--- src/rtl/count_chk_pkg.sv ---
// Shared types and constants for the count_checker monitor and its predictor.
// Optional first-error capture in count_checker is enabled by COUNT_CHK_FIRST_ERR_EN.
package count_chk_pkg;

   localparam int unsigned CNT_W = 4;
   localparam logic [CNT_W-1:0] CNT_MAX = 4'd15;

   localparam int unsigned ERR_SEQ_BIT  = 0;
   localparam int unsigned ERR_ZERO_BIT = 1;

   typedef enum logic {
      IDLE  = 1'b0,
      TRACK = 1'b1
   } chk_state_e;

endpackage

--- src/rtl/count_chk_predict.sv ---
// Next visible counter value, given the visible value and the load strobe seen one edge earlier.
// Shared with the bench scoreboard; independent of COUNT_CHK_FIRST_ERR_EN.
module count_chk_predict
   import count_chk_pkg::*;
(
   input  logic [CNT_W-1:0] number,
   input  logic             set_d1,
   input  logic [CNT_W-1:0] set_num_d1,
   output logic [CNT_W-1:0] exp_next
);

   // A wrap out of 15 wins over a pending load.
   always_comb begin
      exp_next = number + CNT_W'(1);
      if (number == CNT_MAX) begin
         exp_next = '0;
      end else if (set_d1) begin
         exp_next = set_num_d1;
      end
   end

endmodule

--- config.mk ---
export PLATFORM = sky130hd
export DESIGN_NAME = count_chk_predict
export DESIGN_NICKNAME = d
export VERILOG_FILES = /design/src/rtl/count_chk_pkg.sv /design/src/rtl/count_chk_predict.sv
export SDC_FILE = /design/constraint.sdc
export NUM_CORES = 1
export LEC_CHECK = 0
export ABC_AREA = 1
export CAP_MARGIN = 20
export CORE_AREA = 4 4 41 43
export DETAILED_ROUTE_END_ITERATION = 8
export DIE_AREA = 0 0 45 47
export PLACE_DENSITY = 0.45
export SLEW_MARGIN = 20
export SYNTH_ARGS = -nofsm -noshare
export SYNTH_HDL_FRONTEND = slang
export SYNTH_SLANG_ARGS = --single-unit
--- constraint.sdc ---
create_clock -name vclk -period 2.77
set_clock_uncertainty 0.2 [all_clocks]
set_input_delay 0.554 -clock vclk [all_inputs]
set_output_delay 0.554 -clock vclk [all_outputs]
set_load 0.01 [all_outputs]
After elaboration in Yosys (flattened, before gate mapping)
Index checks and enable logic that the tools add are counted.
Word-level totals
  bits in registers: 0
  output and inout port bits: 4
Operators by class
  $add $sub $neg: 1
  equality and inequality tests: 1
  multiplexer cells: 2
Operators by type and width (count)
  $mux 4: 2
  $add 4x1->4 const B: 1
  $eq 4x4->1 const B: 1

Logic depth before layout (Yosys ltp)
  depth after elaboration: 3
  mapped depth: 6
  depth with buffers taken out: 6

Worst setup path before layout
Ideal clock, no wire load.
  path kind: input-to-output
  from: input port number[0]
  to: output port exp_next[2]
  data arrival time: 1156 ps
  setup slack: 860 ps
  stages: 4
  path buffers: 0
  cell sequence: ha_1 > nand3_2 > o21ai_0 > a21oi_1
Between the ends
  longest elaborated chain between the ends: 3
Ends and longest elaborated chain
  start, declared: RTL line count_chk_predict.sv:6  | input logic [CNT_W-1:0] number,
  $add 4x1->4: RTL line count_chk_predict.sv:14  | exp_next = number + CNT_W'(1);
  $mux 4: RTL line count_chk_predict.sv:17  | end else if (set_d1) begin
  $mux 4 *: RTL line count_chk_predict.sv:15  | if (number == CNT_MAX) begin
  end, declared: RTL line count_chk_predict.sv:9  | output logic [CNT_W-1:0] exp_next
Every way passes the cells marked *; elsewhere a longest branch is shown, timed or not.

Worst setup path after layout
  from: input port number[1]
  to: output port exp_next[3]
The elaborated chain is that of the path after synthesis.

==> results by group <==
Final layout
  • Area occupied by multi-input gates: 101.3 µm²
  • Diodes inserted: 0
  • Fraction of layout cells with a size suffix above 1: 15.38%
  • Most frequent cells in the layout: clkdlybuf4s50_1, nand2_1, inv_1
  • Register area: 0 µm²
  • Fill count: 155
  • Final net count: slightly above 50
  • CLK BUF: 0
  • Area grow syn2layout: 131.3%
  • Final Util: roughly 22%
  • Seq Cell Count: 0
  • Most common cell after layout, fill and taps aside: clkdlybuf4s50_1

Power and ir drop
  • Pleak: 0.1557 nW
  • Switching power: 17.68 µW
  • Switching part of the total: between 40% and 50%
  • Worst VDD drop: 50.17 µV
  • Tot Pwr: 43.05 µW
  • Combinational share of power: 100.0%
  • Reg power frac: 0%
  • Clock Power Share: 0%
  • Pwr Density: 150.3 nW/µm²
  • Pint: 25.37 µW

Setup path
  • Worst path arrival time: 1.83 ns
  • Critical path class: in -> out
  • CP cell instances: clkdlybuf4s50_1 > ha_1 > nand3_2 > o21ai_2 > inv_2 > nand2_1 > inv_1 > dlygate4sd2_1
  • Critical Path Max Stage Delay: 0.48 ns
  • Worst Path Max Fanout: 4
  • Worst EP required: 2.02 ns
  • Worst Setup Start Kind: primary input
  • Critical Path End Type: output pin
  • Slowest CP cell: clkdlybuf4s50_1

Detailed routing
  • DR vias: 194
  • Antenna Violating Nets Remaining: 0
  • Routed WL: between 400 and 500 µm
  • # DRC: 0
  • DR pass1 iterations: 4
  • Via/cell ratio: 3.593
  • WL/cell: 7.685 µm
  • Initial DRC Count: 5

Min path
  • Hold Path Cell Cnt: 6
  • Hold EP: exp_next[1]
  • Hold_sp: set_num_d1[1]
  • Hold Crit Class: in -> out

Logic synthesis
  • Post-Syn Area: 123.9 µm²
  • Yosys warning total: 0
  • Post-synthesis net count: 34
  • Yosys cell types: 12
  • Mean Syn Cell Area: 5.161 µm²
  • Register area share after synthesis: 0%
  • Post-Syn Instances: 24

GRT
  • First-pass GRT wire length: ~660 µm
  • Largest net degree at the start of global routing: 6
  • Vias in the first global route: 166
  • Total grt overflow: 0
  • Initial antenna violation count: 0
  • All-Layer GR Usage: 3.855%

Timing
  • Worst-Margin Slew: 0.1811 ns
  • Endpoints failing setup: 0
  • Period minus WS final: 2.583 ns
  • Setup ws final: 0.1874 ns
  • Final period util: 93.23%
  • RSZ-0062 raised after global routing: no
  • Fmax: 387.2 MHz
  • Hold Fails Final Rpt: 0
  • Slew Viols, Final: 0
  • Slew margin rel.: 87.89%

Floorplan
  • Row Count: 13
  • Die X: 45 µm
  • Die H: ~47 µm
  • Die area: roughly 2100 µm²
  • Core area: 1301 µm²
  • Initial Utilization: 9.519%
  • IO Pins: 13

Place
  • PortBufs: 13
  • Setup WS pre-CTS: -0.09777 ns
  • Final HPWL DP: ~360 µm
  • GPL Wtd Cong: 0.6434

Clocking
  • Number of setup buffers added after CTS: 0

Outcome
  • Status: finished, final reports clean

Flow run
  • Total of max-cap violations: 0
-- cell usage after synthesis --
master,n,area [µm²]
nand2_1,6,22.52
nor2_1,2,7.510
o21ai_0,1,5.000
o21ai_2,1,8.760
nand4_1,1,6.260
inv_2,2,7.510
xnor2_1,1,8.760
nand3_1,2,10.01
a21oi_1,2,10.01
nand3_2,1,10.01
inv_1,4,15.01
ha_1,1,12.51
-- per-stage QoR --
| stage | instance area, µm² | hold WS [ns] | setup TNS [ns] | instances |
|---|---|---|---|---|
| final | 286.5 | 1.649 | 0 | 54 |
| after global routing | 286.5 | 1.708 | 0 | 54 |
| after CTS | 284.0 | 1.760 | 0 | 54 |
| after detailed placement | 287.8 | 1.956 | -0.1423 | 54 |
| after global placement | 287.8 | 1.959 | -0.1511 | 54 |
| after floorplan | 123.9 | 1.071 | 0 | 24 |
-- how the worst max path moves through the flow --
stage	endpoint	depth (start not counted)	from
floorplan	exp_next[2]	4	number[0]
global route	exp_next[2]	6	number[0]
global placement	exp_next[2]	6	number[0]
finish	exp_next[3]	8	number[1]
detailed placement	exp_next[2]	6	number[0]
CTS	exp_next[1]	7	number[1]
-- power by group through the flow --
| stage | registers, mW | logic, mW | clock network (mW) |
|---|---|---|---|
| 2_1_floorplan | 0 | 0.0165 | 0 |
| 3_3_place_gp | 0 | 0.0472 | 0 |
| 3_5_place_dp | 0 | 0.0471 | 0 |
| 4_1_cts | 0 | 0.0443 | 0 |
| 5_1_grt | 0 | 0.0475 | 0 |
| 6_report | 0 | 0.0431 | 0 |
-- final cells by class --
| type | instances | area share, % |
|---|---|---|
| Timing Repair Buffer | 15 | 50.22 |
| Multi-Input combinational cell | 18 | 35.37 |
| Inverter | 6 | 7.860 |
| Tap cell | 15 | 6.550 |
-- per-layer routing --
layer	global-route usage [%]	up-vias	part of all wire (%)	wire, µm
met5	0	-	0	0
met4	0	0	0	0
met3	0.3831	0	13	56
met2	5.932	9	40	165
met1	6.067	76	47	193
li1	-	109	-	-
-- cells by family after synthesis --
kind of cell | after synthesis | share of synthesized area (%)
fa+ha+maj | 1 | 10.10
xor+xnor | 1 | 7.072
compound gates | 4 | 19.19
simple gates | 12 | 45.46
buf+inv | 6 | 18.18
-- worst max-delay path, delay by kind of cell --
family / cells / cell delay, ns
buffers and inverters: 4 / 0.81
adder cells (fa/ha/maj): 1 / 0.19
AND/OR/NAND/NOR: 2 / 0.18
AO/OA/AOI/OAI: 1 / 0.08
-- what timing repair did --
item	4_1_cts	5_1_grt
resized for setup	3	1
hold buffers	0	0
setup endpoints to repair	3	1
pin swaps	0	0
No activity file was read; power rests on OpenSTA's default activity.
